[src/rtl/coin_key_filter_if.sv]
`default_nettype none
// ---- coin_key_filter_if : raw key inputs and clean coin pulses -- rev 1.0 ----
interface coin_key_filter_if;
  logic keyOne;
  logic keyHalf;
  logic poOne;
  logic poHalf;

  modport master (output keyOne, output keyHalf, input poOne, input poHalf);
  modport slave  (input keyOne, input keyHalf, output poOne, output poHalf);
endinterface
`default_nettype wire

[src/rtl/coin_key_filter.sv]
`default_nettype none
// ---- coin_key_filter : debounced, arbitrated one-cycle coin pulses -- rev 1.0 ----
module coin_key_filter #(
  parameter int CNT_MAX = 1_000_000
) (
  input  logic              sys_clk,
  input  logic              sysRstN,
  coin_key_filter_if.slave  key_if
);

  localparam logic [19:0] CNT_LAST = 20'(CNT_MAX - 1);

  // Channel 0 is the one-yuan key, channel 1 the half-yuan key.
  logic [1:0] key_raw;
  logic [1:0] req;

  assign key_raw = {key_if.keyHalf, key_if.keyOne};

  for (genvar g = 0; g < 2; g++) begin : g_chan
    logic        sync1_q, sync1_d;
    logic        sync2_q, sync2_d;
    logic        stable_q, stable_d;
    logic [19:0] cnt_q, cnt_d;

    always_comb begin
      sync1_d  = key_raw[g];
      sync2_d  = sync1_q;
      stable_d = stable_q;
      cnt_d    = cnt_q;
      if (sync2_q == stable_q) begin
        cnt_d = '0;
      end else if (cnt_q == CNT_LAST) begin
        stable_d = sync2_q;
        cnt_d    = '0;
      end else begin
        cnt_d = cnt_q + 20'd1;
      end
    end

    // Only an accepted press (falling stable level) raises a request.
    assign req[g] = stable_q & ~stable_d;

    always_ff @(posedge sys_clk or negedge sysRstN) begin
      if (!sysRstN) begin
        sync1_q  <= 1'b1;
        sync2_q  <= 1'b1;
        stable_q <= 1'b1;
        cnt_q    <= '0;
      end else begin
        sync1_q  <= sync1_d;
        sync2_q  <= sync2_d;
        stable_q <= stable_d;
        cnt_q    <= cnt_d;
      end
    end
  end

  typedef enum logic {
    ST_IDLE = 1'b0,
    ST_HOLD = 1'b1
  } arb_state_e;

  arb_state_e state_q, state_d;
  logic       pend_one_q, pend_one_d;
  logic       pend_half_q, pend_half_d;
  logic       po_one_q, po_one_d;
  logic       po_half_q, po_half_d;
  logic       want_one, want_half;

  always_comb begin
    want_one  = 1'b0;
    want_half = 1'b0;
    case (state_q)
      ST_IDLE: begin
        want_one  = req[0];
        want_half = req[1];
      end
      ST_HOLD: begin
        want_one  = req[0] | pend_one_q;
        want_half = req[1] | pend_half_q;
      end
      default: begin
        want_one  = 1'b0;
        want_half = 1'b0;
      end
    endcase
    // ONE wins a collision; the losing HALF request waits one cycle.
    po_one_d    = want_one;
    po_half_d   = want_half & ~want_one;
    pend_one_d  = want_one & ~po_one_d;
    pend_half_d = want_half & ~po_half_d;
    state_d     = (pend_one_d | pend_half_d) ? ST_HOLD : ST_IDLE;
  end

  always_ff @(posedge sys_clk or negedge sysRstN) begin
    if (!sysRstN) begin
      state_q     <= ST_IDLE;
      pend_one_q  <= 1'b0;
      pend_half_q <= 1'b0;
      po_one_q    <= 1'b0;
      po_half_q   <= 1'b0;
    end else begin
      state_q     <= state_d;
      pend_one_q  <= pend_one_d;
      pend_half_q <= pend_half_d;
      po_one_q    <= po_one_d;
      po_half_q   <= po_half_d;
    end
  end

  assign key_if.poOne  = po_one_q;
  assign key_if.poHalf = po_half_q;

endmodule
`default_nettype wire

[src/flat_wrapper.sv]
// flat-port wrapper written by rule: the top's interface ports become plain ports
module coin_key_filter_flat 
#(
  parameter int CNT_MAX = 1_000_000
)
  (sys_clk, sysRstN, key_if_keyOne, key_if_keyHalf, key_if_poOne, key_if_poHalf);
  coin_key_filter_if key_if_i ();
  input  logic sys_clk;
  input  logic sysRstN;
  input wire logic [$bits(key_if_i.keyOne)-1:0] key_if_keyOne;
  input wire logic [$bits(key_if_i.keyHalf)-1:0] key_if_keyHalf;
  output wire logic [$bits(key_if_i.poOne)-1:0] key_if_poOne;
  output wire logic [$bits(key_if_i.poHalf)-1:0] key_if_poHalf;
  assign key_if_i.keyOne = key_if_keyOne;
  assign key_if_i.keyHalf = key_if_keyHalf;
  assign key_if_poOne = key_if_i.poOne;
  assign key_if_poHalf = key_if_i.poHalf;
  coin_key_filter #(.CNT_MAX(CNT_MAX)) u_core (.sys_clk(sys_clk), .sysRstN(sysRstN), .key_if(key_if_i));
endmodule
[config.mk]
export PLATFORM = sky130hd
export DESIGN_NAME = coin_key_filter_flat
export DESIGN_NICKNAME = d
export VERILOG_FILES = /design/src/rtl/coin_key_filter_if.sv /design/src/rtl/coin_key_filter.sv /design/src/flat_wrapper.sv
export SDC_FILE = /design/constraint.sdc
export NUM_CORES = 1
export LEC_CHECK = 0
export ABC_AREA = 0
export CORE_UTILIZATION = 31
export CTS_CLUSTER_DIAMETER = 60
export DETAILED_ROUTE_END_ITERATION = 7
export GPL_TIMING_DRIVEN = 0
export PLACE_DENSITY = 0.46
export SLEW_MARGIN = 20
export SYNTH_ARGS = -nofsm -noshare
export SYNTH_HDL_FRONTEND = slang
export SYNTH_SLANG_ARGS = --single-unit
[constraint.sdc]
create_clock -name sys_clk -period 4.5 [get_ports sys_clk]
set_input_delay 0.45 -clock sys_clk [delete_from_list [all_inputs] [get_ports sys_clk]]
set_output_delay 0.45 -clock sys_clk [all_outputs]
set_load 0.02 [all_outputs]
* Word level (Yosys, flattened, before mapping)
Cells that the tools add are included.
** Storage, ports and cells
- Bits in registers :: 50
- Bits in latches :: 0
- Memory bits (writable) :: 0
- Bits in read-only memories :: 0
- Input port bits :: 4
- Output and inout port bits :: 2
- Memories :: 0
** Operators by class
- Add/sub/neg operators :: 2
- $mul :: 0
- Div/mod/pow operators :: 0
- Order comparisons :: 0
- Equal/unequal tests :: 4
- Shift-type cells :: 0
- Muxes and demuxes :: 10
- Bitwise logic cells :: 10
- Reduce and logical (&&, ||, !) cells :: 0
** Operator list (count)
- 2-to-1 mux 20 bit :: 4
- adder 20 x 1 -> 20 bit (second input constant) :: 2
- equality test 20 bit (second input constant) :: 2
- 2-to-1 mux 1 bit :: 5
- NOT 1 bit :: 5
- AND 1 bit :: 4
- equality test 1 bit :: 2
- one-hot mux 1 bit (2 select lines) :: 1
- bitwise OR 1 bit :: 1

* Depth between registers and ports, before layout
Gate-level depths: netlist (run 1).
- Depth in word-level cells :: 11
- Mapped depth :: 5
- Depth with buffers taken out :: 5

* Worst setup path after synthesis (run 1)
No wires, ideal clock.
- Path kind :: flip-flop to flip-flop
- Start :: register u_core.g_chan[0].cnt_q[0]
- End :: register u_core.g_chan[0].cnt_q[10]
- Arrival time :: 1606 ps
- Path slack :: 2772 ps
- Cell stages (with the launch flop) :: 6
- Buffers on the path :: 1
- Period minus slack after synthesis :: 1728 ps
- Cell sequence :: dfrtp_1 -> ha_1 -> nand2_2 -> o41ai_4 -> buf_2 -> nor2_1
** On the way
- Longest elaborated chain between the ends :: 3
- Elaborated cells on any way between the ends :: 4
- Classes of those cells :: add/sub: 1; eq/ne: 1; mux: 2
** RTL lines
- start, declared :: RTL line coin_key_filter.sv:23 : logic [19:0] cnt_q, cnt_d;
- start signal, assigned :: RTL line coin_key_filter.sv:53 : cnt_q <= cnt_d;
- adder 20 x 1 -> 20 bit or equality test 20 bit (tied branches) :: RTL line coin_key_filter.sv:36, coin_key_filter.sv:32
- 2-to-1 mux 20 bit * :: RTL line coin_key_filter.sv:32 : end else if (cnt_q == CNT_LAST) begin
- 2-to-1 mux 20 bit * :: RTL line coin_key_filter.sv:30 : if (sync2_q == stable_q) begin
- net u_core.g_chan[0].cnt_d[10] :: RTL line coin_key_filter.sv:23
The timed path passes the listed nets; every way through them passes the cells marked *.

* Final worst setup path (run 1)
- Start :: register u_core.g_chan[1].cnt_q[10]
- End :: register u_core.g_chan[1].cnt_q[12]
** On the way
- Longest elaborated chain between the ends :: 3
- Elaborated cells on any way between the ends :: 4
- Classes of those cells :: add/sub: 1; eq/ne: 1; mux: 2
** RTL lines (RTL line)
- start, declared :: coin_key_filter.sv:23
- start signal, assigned :: coin_key_filter.sv:53
- adder 20 x 1 -> 20 bit or equality test 20 bit (tied branches) :: coin_key_filter.sv:36, coin_key_filter.sv:32
- 2-to-1 mux 20 bit * :: coin_key_filter.sv:32
- 2-to-1 mux 20 bit * :: coin_key_filter.sv:30
- net u_core.g_chan[1].cnt_d[12] :: coin_key_filter.sv:23
Marked as above.

==> impl_metrics.prom, run 1 <==
# TYPE chip_impl_metric gauge
chip_impl_metric{name="power_density",unit="nW/um^2"} 291
chip_impl_metric{name="numnets_final",unit=""} 249
chip_impl_metric{name="final_antenna_net_count",unit=""} 0
chip_impl_metric{name="final-seq-area",unit="um^2"} 1230
chip_impl_metric{name="power.leakage",unit="nW"} 1.02
chip_impl_metric{name="postCtsSetupBuffers",unit=""} 0
chip_impl_metric{name="diodes",unit=""} 0
chip_impl_metric{name="power_report.internal_total",unit="mW"} 0.574
chip_impl_metric{name="fillerInstances",unit=""} 760
chip_impl_metric{name="place_ws",unit="ns"} 2.27
chip_impl_metric{name="clock-skew-final",unit="ns"} 0.00971
chip_impl_info{name="mostFrequentLayoutCell",value="sky130_fd_sc_hd__dfrtp_1"} 1
chip_impl_info{name="busiest_layer",value="met2"} 1
chip_impl_metric{name="use_met1",unit="%"} 19.1
chip_impl_metric{name="drive_above_1_share",unit="%"} 10.2
chip_impl_metric{name="maxcap_viol_count",unit=""} 0
chip_impl_metric{name="timing.critical_path.buf_inv",unit=""} 1
chip_impl_info{name="critPathKind",value="register to register"} 1
chip_impl_metric{name="signal_arrival_time_at_the_worst_endpoint",unit="ns"} 2.39
chip_impl_metric{name="gp_routability_congestion",unit=""} 0.779
chip_impl_metric{name="antenna_found_initial",unit=""} 0
chip_impl_info{name="crit_family",value="simple AND/OR/NAND/NOR gates"} 1
chip_impl_metric{name="overall_fraction_of_global_route_tracks_in_use",unit="%"} 13.4
chip_impl_metric{name="worstSkewPairLatency",unit="ns"} 0.31
chip_impl_metric{name="netlist-cell-type-count",unit=""} 39
chip_impl_metric{name="whs",unit="ns"} 0.143
chip_impl_metric{name="layout_min_cycle_time",unit="ns"} 2.19
chip_impl_metric{name="grt_first_pass_wirelength",unit="um"} 8220
chip_impl_metric{name="max_freq",unit="GHz"} 0.456
chip_impl_metric{name="cts-buffers-inserted",unit=""} 5
chip_impl_metric{name="p_switching",unit="mW"} 0.194
chip_impl_metric{name="dp.final_hpwl",unit="um"} 3130
chip_impl_metric{name="seq_power_share",unit="%"} 59.2
chip_impl_info{name="critical_path.startpoint_type",value="register"} 1
chip_impl_info{name="result_of_the_run",value="finished, final reports clean"} 1
chip_impl_metric{name="synth_edf_count",unit=""} 0
chip_impl_info{name="most-common-layout-cells",value="sky130_fd_sc_hd__dfrtp_1 (43), sky130_fd_sc_hd__nor2_1 (29), sky130_fd_sc_hd__nand3_1 (16)"} 1
chip_impl_metric{name="syn_area_per_cell",unit="um^2"} 10.2
chip_impl_metric{name="setup_viol",unit=""} 0
chip_impl_metric{name="finalWorstSetupSlack",unit="ns"} 2.31
chip_impl_metric{name="met2_usage",unit="%"} 20.5
chip_impl_metric{name="synth-seq-area-share",unit="%"} 52.1
chip_impl_metric{name="critical_path.max_stage_delay",unit="ns"} 0.64
chip_impl_metric{name="ys_ff_latch",unit=""} 49
chip_impl_metric{name="finalMaxSlewViolations",unit=""} 0
chip_impl_info{name="timing.hold.worst.class",value="input pin to async pin"} 1
chip_impl_info{name="synthFlopType",value="sky130_fd_sc_hd__dfrtp_1"} 1
chip_impl_metric{name="tightest_slew",unit="ns"} 0.735
chip_impl_metric{name="design.core.area",unit="um^2"} 7330
chip_impl_metric{name="cts_num_sinks",unit=""} 49
chip_impl_metric{name="cts.clk_slew.worst_paths",unit="ns"} 0.10
chip_impl_metric{name="synth_async_sr_flop_share",unit="%"} 100
chip_impl_metric{name="synth_cells",unit=""} 231
chip_impl_metric{name="peakVddDrop",unit="V"} 0.000116
chip_impl_metric{name="critical_path_required",unit="ns"} 4.70
chip_impl_info{name="rsz0062_at_grt",value="false"} 1
chip_impl_metric{name="fin_util",unit="%"} 35.9
chip_impl_metric{name="max_slew_margin",unit="%"} 50.7
chip_impl_metric{name="drt_drc_violations_left",unit=""} 0
chip_impl_info{name="clock_tree.root_cell",value="sky130_fd_sc_hd__clkbuf_8"} 1
chip_impl_metric{name="design.portCount",unit=""} 6
chip_impl_info{name="crit_path_top_delay_cell",value="sky130_fd_sc_hd__o21ai_1"} 1
chip_impl_metric{name="mappedNetlistArea",unit="um^2"} 2370
chip_impl_info{name="critPathCaptureType",value="register"} 1
chip_impl_metric{name="cts_hold_buf",unit=""} 0
chip_impl_metric{name="detail_route.wl_per_cell",unit="um"} 13.7
chip_impl_metric{name="growth_of_design_area_from_synthesis_to_finish",unit="%"} 11.4
chip_impl_metric{name="power_frac_clock",unit="%"} 37.3
chip_impl_metric{name="reg2reg_slack",unit="ns"} 2.31
chip_impl_metric{name="timing.final.hold_violations",unit=""} 0
chip_impl_metric{name="initial_utilization",unit="%"} 32.3
chip_impl_metric{name="drtPass1Iterations",unit=""} 4
chip_impl_metric{name="critical_path_peak_fanout",unit=""} 10
chip_impl_metric{name="overflow",unit=""} 0
chip_impl_metric{name="detailroute.via_count",unit=""} 1742
chip_impl_info{name="clock_tree_from_tritoncts",value="yes"} 1
chip_impl_metric{name="synth-warning-count",unit=""} 0
chip_impl_metric{name="numPortBuffers",unit=""} 5
chip_impl_metric{name="design_power_total",unit="mW"} 0.768
chip_impl_metric{name="first_global_vias",unit=""} 1710
chip_impl_metric{name="finalSetupTns",unit="ns"} 0
chip_impl_metric{name="wl",unit="um"} 4680
chip_impl_metric{name="finalCritPeriodShare",unit="%"} 48.7
chip_impl_metric{name="htree_num_levels",unit=""} 2
chip_impl_info{name="cp_cell_sequence",value="nor4b_1 -> nand4_1 -> o21ai_1 -> buf_2 -> nor2_1"} 1
chip_impl_metric{name="rows",unit=""} 31
chip_impl_metric{name="post_drt_via_cell_ratio",unit=""} 5.08
chip_impl_metric{name="clock_tree.buffer_depth",unit=""} 2
chip_impl_metric{name="syn-num-nets",unit=""} 237
chip_impl_metric{name="fraction_of_power_spent_switching_nets",unit="%"} 25.3
chip_impl_metric{name="die_x",unit="um"} 89.4
chip_impl_metric{name="die_height",unit="um"} 89.4
chip_impl_metric{name="global_route.usage.met3",unit="%"} 2.59
chip_impl_metric{name="maximum_number_of_pins_on_one_net_before_global_route_repair",unit=""} 50
chip_impl_metric{name="multi_input_comb_area",unit="um^2"} 1080
chip_impl_metric{name="detail_route.iter0.violations",unit=""} 89
chip_impl_metric{name="cts_repair_resize_count",unit=""} 0
chip_impl_metric{name="design.die.area",unit="um^2"} 7990
chip_impl_metric{name="comb_power_share",unit="%"} 3.6
[synthesized netlist by cell type (3+ instances only)]
| cell | n | area share, % |
|---|---|---|
| sky130_fd_sc_hd__dfrtp_1 | 43 | 45 |
| sky130_fd_sc_hd__xor2_1 | 12 | 4.4 |
| sky130_fd_sc_hd__dfstp_2 | 6 | 6.7 |
| sky130_fd_sc_hd__inv_1 | 8 | 1.3 |
| sky130_fd_sc_hd__nand2_1 | 10 | 1.6 |
| sky130_fd_sc_hd__nand3_1 | 16 | 3.4 |
| sky130_fd_sc_hd__nor2_1 | 29 | 4.6 |
| sky130_fd_sc_hd__or4_1 | 8 | 2.5 |
| sky130_fd_sc_hd__nand4_1 | 9 | 2.4 |
| sky130_fd_sc_hd__o21ai_0 | 3 | 0.63 |
| sky130_fd_sc_hd__o31ai_1 | 9 | 2.9 |
| sky130_fd_sc_hd__buf_2 | 3 | 0.63 |
| sky130_fd_sc_hd__or3_1 | 4 | 1.1 |
| sky130_fd_sc_hd__nor4b_1 | 3 | 1.1 |
| sky130_fd_sc_hd__and3_1 | 5 | 1.3 |
| sky130_fd_sc_hd__a21oi_1 | 13 | 2.7 |
| sky130_fd_sc_hd__nor4_1 | 5 | 1.3 |
| sky130_fd_sc_hd__nor3_1 | 7 | 1.5 |
| sky130_fd_sc_hd__xnor2_1 | 13 | 4.8 |
[worst register-to-register path: cells and delay by family, from the launching register on]
kind | cells | cell delay, ns
buf+inv | 1 | 0.35
compound gates | 1 | 0.64
simple gates | 3 | 0.66
flops | 1 | 0.44
[power groups by stage]
stage                     clock network, mW  logic [mW]  registers [mW]
after floorplan                           0      0.0130           0.461
after global routing                  0.314      0.0322           0.456
after detailed placement                  0      0.0287           0.463
final                                 0.286      0.0273           0.454
after CTS                             0.300      0.0290           0.454
after global placement                    0      0.0293           0.463
[flip-flops by register name, summed over array words and instances (netlist names)]
signal                  flops
u_core.g_chan.cnt_q        40
u_core.g_chan.stable_q      2
u_core.key_if.poOne         1
u_core.pend_half_q          1
u_core.g_chan.sync2_q       2
u_core.g_chan.sync1_q       2
u_core.key_if.poHalf        1
[final timing paths]
path	startpoint	endpoint	cells past startpoint
min	sysRstN	u_core.g_chan[0].cnt_q[9]	1
min in group sys_clk	u_core.g_chan[1].sync1_q	u_core.g_chan[1].sync2_q	0
max reg2reg	u_core.g_chan[1].cnt_q[10]	u_core.g_chan[1].cnt_q[12]	5
max	u_core.g_chan[1].cnt_q[10]	u_core.g_chan[1].cnt_q[12]	5
min reg2reg	u_core.g_chan[1].sync1_q	u_core.g_chan[1].sync2_q	0
max in group asynchronous	sysRstN	u_core.g_chan[0].cnt_q[3]	1
[layout make-up]
cell class | instances | area share, %
Buffer | 5 | 0.855
Clock inverter | 3 | 1.09
Clock buffer | 5 | 2.61
Timing Repair Buffer | 5 | 1.80
Tap cell | 99 | 4.70
Sequential cell | 49 | 46.8
Multi-Input combinational cell | 169 | 41.0
Inverter | 8 | 1.14
[kinds of logic after synthesis]
group                    Yosys count  synth area share [%]
adder cells (fa/ha/maj)            2                  1.06
flip-flops                        49                  52.1
AND/OR/NAND/NOR                  110                  25.5
multiplexers                       2                 0.952
AO/OA/AOI/OAI                     30                  8.88
buffers and inverters             13                  2.22
XOR/XNOR                          25                  9.25
[through the flow]
step | std cells | area [um^2]
final | 343 | 2640
after global routing | 343 | 2640
after CTS | 343 | 2640
after detailed placement | 335 | 2540
after global placement | 335 | 2540
after floorplan | 231 | 2370
[routing by layer]
layer,vias to the layer above,part of all wire (%),wire [um]
met4,0,1.2,56
met3,4,2.4,111
li1,853,-,-
met5,-,0,0
met2,20,43,2020
met1,865,53,2490
No activity file was read; power rests on OpenSTA's default activity.
==> inputs of run 2 (changes only) <==
clock period = 2.1 ns   (was 4.5 ns; I/O delays follow)
==> run 2 against run 1 <==
  * Count of clock-buffer cells in the layout did not move
  * Power rose by 120%
  * Core utilization rose by 0.46 points
  * Critical endpoint unchanged
  * Highest routed layer unchanged
==> impl_metrics.prom, run 2 (same netlist as run 1, synthesis figures left out) <==
# TYPE chip_impl_metric gauge
chip_impl_info{name="result_of_the_run",value="finished, final reports clean"} 1
chip_impl_metric{name="die_height",unit="um"} 89.4
chip_impl_metric{name="max_slew_margin",unit="%"} 57.2
chip_impl_metric{name="fin_util",unit="%"} 36.4
chip_impl_info{name="critPathKind",value="register to register"} 1
chip_impl_info{name="critPathCaptureType",value="register"} 1
chip_impl_metric{name="rows",unit=""} 31
chip_impl_metric{name="timing.final.hold_violations",unit=""} 0
chip_impl_metric{name="clock_tree.buffer_depth",unit=""} 2
chip_impl_metric{name="setup_viol",unit=""} 0
chip_impl_metric{name="cts_num_sinks",unit=""} 49
chip_impl_metric{name="maxcap_viol_count",unit=""} 0
chip_impl_info{name="mostFrequentLayoutCell",value="sky130_fd_sc_hd__dfrtp_1"} 1
chip_impl_metric{name="finalCritPeriodShare",unit="%"} 92.6
chip_impl_metric{name="peakVddDrop",unit="V"} 0.000244
chip_impl_info{name="timing.hold.worst.class",value="input pin to register"} 1
chip_impl_metric{name="growth_of_design_area_from_synthesis_to_finish",unit="%"} 12.8
chip_impl_metric{name="detail_route.wl_per_cell",unit="um"} 13.8
chip_impl_metric{name="critical_path_required",unit="ns"} 2.30
chip_impl_metric{name="design.die.area",unit="um^2"} 7990
chip_impl_metric{name="max_freq",unit="GHz"} 0.514
chip_impl_metric{name="p_switching",unit="mW"} 0.420
chip_impl_info{name="clock_tree.root_cell",value="sky130_fd_sc_hd__clkbuf_8"} 1
chip_impl_metric{name="drtPass1Iterations",unit=""} 4
chip_impl_metric{name="whs",unit="ns"} 0.301
chip_impl_metric{name="detailroute.via_count",unit=""} 1751
chip_impl_info{name="clock_tree_from_tritoncts",value="yes"} 1
chip_impl_metric{name="seq_power_share",unit="%"} 58.9
chip_impl_metric{name="reg2reg_slack",unit="ns"} 0.15
chip_impl_metric{name="comb_power_share",unit="%"} 3.8
chip_impl_metric{name="layout_min_cycle_time",unit="ns"} 1.95
chip_impl_metric{name="design_power_total",unit="mW"} 1.65
chip_impl_metric{name="wl",unit="um"} 4740
chip_impl_metric{name="clock-skew-final",unit="ns"} 0.00954
chip_impl_metric{name="antenna_found_initial",unit=""} 0
chip_impl_metric{name="design.portCount",unit=""} 6
chip_impl_metric{name="maximum_number_of_pins_on_one_net_before_global_route_repair",unit=""} 50
chip_impl_metric{name="signal_arrival_time_at_the_worst_endpoint",unit="ns"} 2.15
chip_impl_metric{name="critical_path_peak_fanout",unit=""} 10
chip_impl_metric{name="overflow",unit=""} 0
chip_impl_metric{name="power_report.internal_total",unit="mW"} 1.23
chip_impl_metric{name="dpl.cell_count",unit=""} 335
chip_impl_metric{name="first_global_vias",unit=""} 1713
chip_impl_metric{name="cts.clk_slew.worst_paths",unit="ns"} 0.10
chip_impl_metric{name="largest_reg_flops",unit=""} 40
chip_impl_metric{name="numnets_final",unit=""} 251
chip_impl_metric{name="tightest_slew",unit="ns"} 0.642
chip_impl_metric{name="grt_first_pass_wirelength",unit="um"} 8250
chip_impl_info{name="r2r-start",value="u_core.g_chan[1].cnt_q[10]"} 1
chip_impl_metric{name="drt_drc_violations_left",unit=""} 0
chip_impl_metric{name="worstSkewPairLatency",unit="ns"} 0.31
chip_impl_info{name="min-delay-start",value="key_if_keyHalf"} 1
chip_impl_metric{name="power_density",unit="nW/um^2"} 619
chip_impl_metric{name="overall_fraction_of_global_route_tracks_in_use",unit="%"} 13.5
chip_impl_metric{name="fraction_of_power_spent_switching_nets",unit="%"} 25.4
chip_impl_info{name="most-common-layout-cells",value="sky130_fd_sc_hd__dfrtp_1 (43), sky130_fd_sc_hd__nor2_1 (29), sky130_fd_sc_hd__nand3_1 (15)"} 1
chip_impl_metric{name="finalSetupTns",unit="ns"} 0
chip_impl_metric{name="final_antenna_net_count",unit=""} 0
chip_impl_metric{name="power_frac_clock",unit="%"} 37.3
chip_impl_metric{name="stdcell_count",unit=""} 345
chip_impl_metric{name="design.core.area",unit="um^2"} 7330
chip_impl_metric{name="finalMaxSlewViolations",unit=""} 0
chip_impl_metric{name="numPortBuffers",unit=""} 5
chip_impl_info{name="critical_path.startpoint_type",value="register"} 1
chip_impl_metric{name="power.leakage",unit="nW"} 1.03
chip_impl_metric{name="die_x",unit="um"} 89.4
chip_impl_metric{name="initial_utilization",unit="%"} 32.3
chip_impl_metric{name="post_drt_via_cell_ratio",unit=""} 5.08
chip_impl_metric{name="drive_above_1_share",unit="%"} 11.4
chip_impl_metric{name="gp_routability_congestion",unit=""} 0.779
chip_impl_info{name="critPathLaunch",value="u_core.g_chan[1].cnt_q[10]"} 1
chip_impl_metric{name="diodes",unit=""} 0
chip_impl_metric{name="dp.final_hpwl",unit="um"} 3130
chip_impl_info{name="max_flop_register",value="u_core.g_chan.cnt_q"} 1
chip_impl_metric{name="detail_route.iter0.violations",unit=""} 94
chip_impl_metric{name="htree_num_levels",unit=""} 2
chip_impl_metric{name="cts-buffers-inserted",unit=""} 5
-- run 2: cell types whose count changed in the layout (fill, tap and decap cells not counted), sizes merged --
cell	previous run	this run
dlygate4sd3	0	1
buf	4	5
-- run 2: area by class of cell --
cell class | instances | area [um^2]
Buffer | 5 | 22.5
Clock buffer | 5 | 68.8
Clock inverter | 3 | 28.8
Fill cell | 759 | 4660
Inverter | 8 | 30.0
Multi-Input combinational cell | 169 | 1100
Sequential cell | 49 | 1230
Tap cell | 99 | 124
Timing Repair Buffer | 7 | 65.1
-- run 2: final timing paths --
path,endpoint,cells past startpoint
setup / recovery,u_core.g_chan[1].cnt_q[12],5
hold / removal,u_core.g_chan[1].sync1_q,1
setup reg to reg,u_core.g_chan[1].cnt_q[12],5
hold reg to reg,u_core.g_chan[1].sync2_q,0
max in group asynchronous,u_core.g_chan[0].cnt_q[3],2
min in group asynchronous,u_core.g_chan[0].cnt_q[9],2
-- run 2: critical path, cell delays in order, from the launching register on --
cell and delay, ns:
sky130_fd_sc_hd__dfrtp_1 0.44, sky130_fd_sc_hd__nor4b_1 0.36, sky130_fd_sc_hd__nand4_1 0.30, sky130_fd_sc_hd__o21ai_4 0.37, sky130_fd_sc_hd__buf_2 0.28, sky130_fd_sc_hd__nor2_1 0.08
-- run 2: power by group through the flow --
stage	clock, mW	sequential, mW	combinational [mW]
2_1_floorplan	0	0.988	0.0280
3_3_place_gp	0	0.992	0.0627
3_5_place_dp	0	0.992	0.0615
4_1_cts	0.643	0.974	0.0656
5_1_grt	0.673	0.977	0.0741
6_report	0.616	0.974	0.0631
-- run 2: routing by layer --
layer / track usage, % / share of wire (%)
met3: 2.59 / 2.7
met1: 19.1 / 52
met2: 20.7 / 44
met4: 4.33 / 1.2
met5: 0 / 0
-- run 2: what timing repair did --
item,4_1_cts,5_1_grt
pin swaps,1,0
hold buffers,1,0
gates cloned,0,0
endpoints found under the hold margin,43,0
buffers inserted,1,0
setup endpoints to repair,20,12
gates resized for setup,1,2
-- run 2: per-stage QoR --
step / instance area, um^2 / setup WS, ns
6_report: 2670 / 0.155
3_3_place_gp: 2540 / -0.750
5_1_grt: 2670 / -0.00695
2_1_floorplan: 2370 / 0.372
3_5_place_dp: 2540 / -0.126
4_1_cts: 2660 / 0.0809
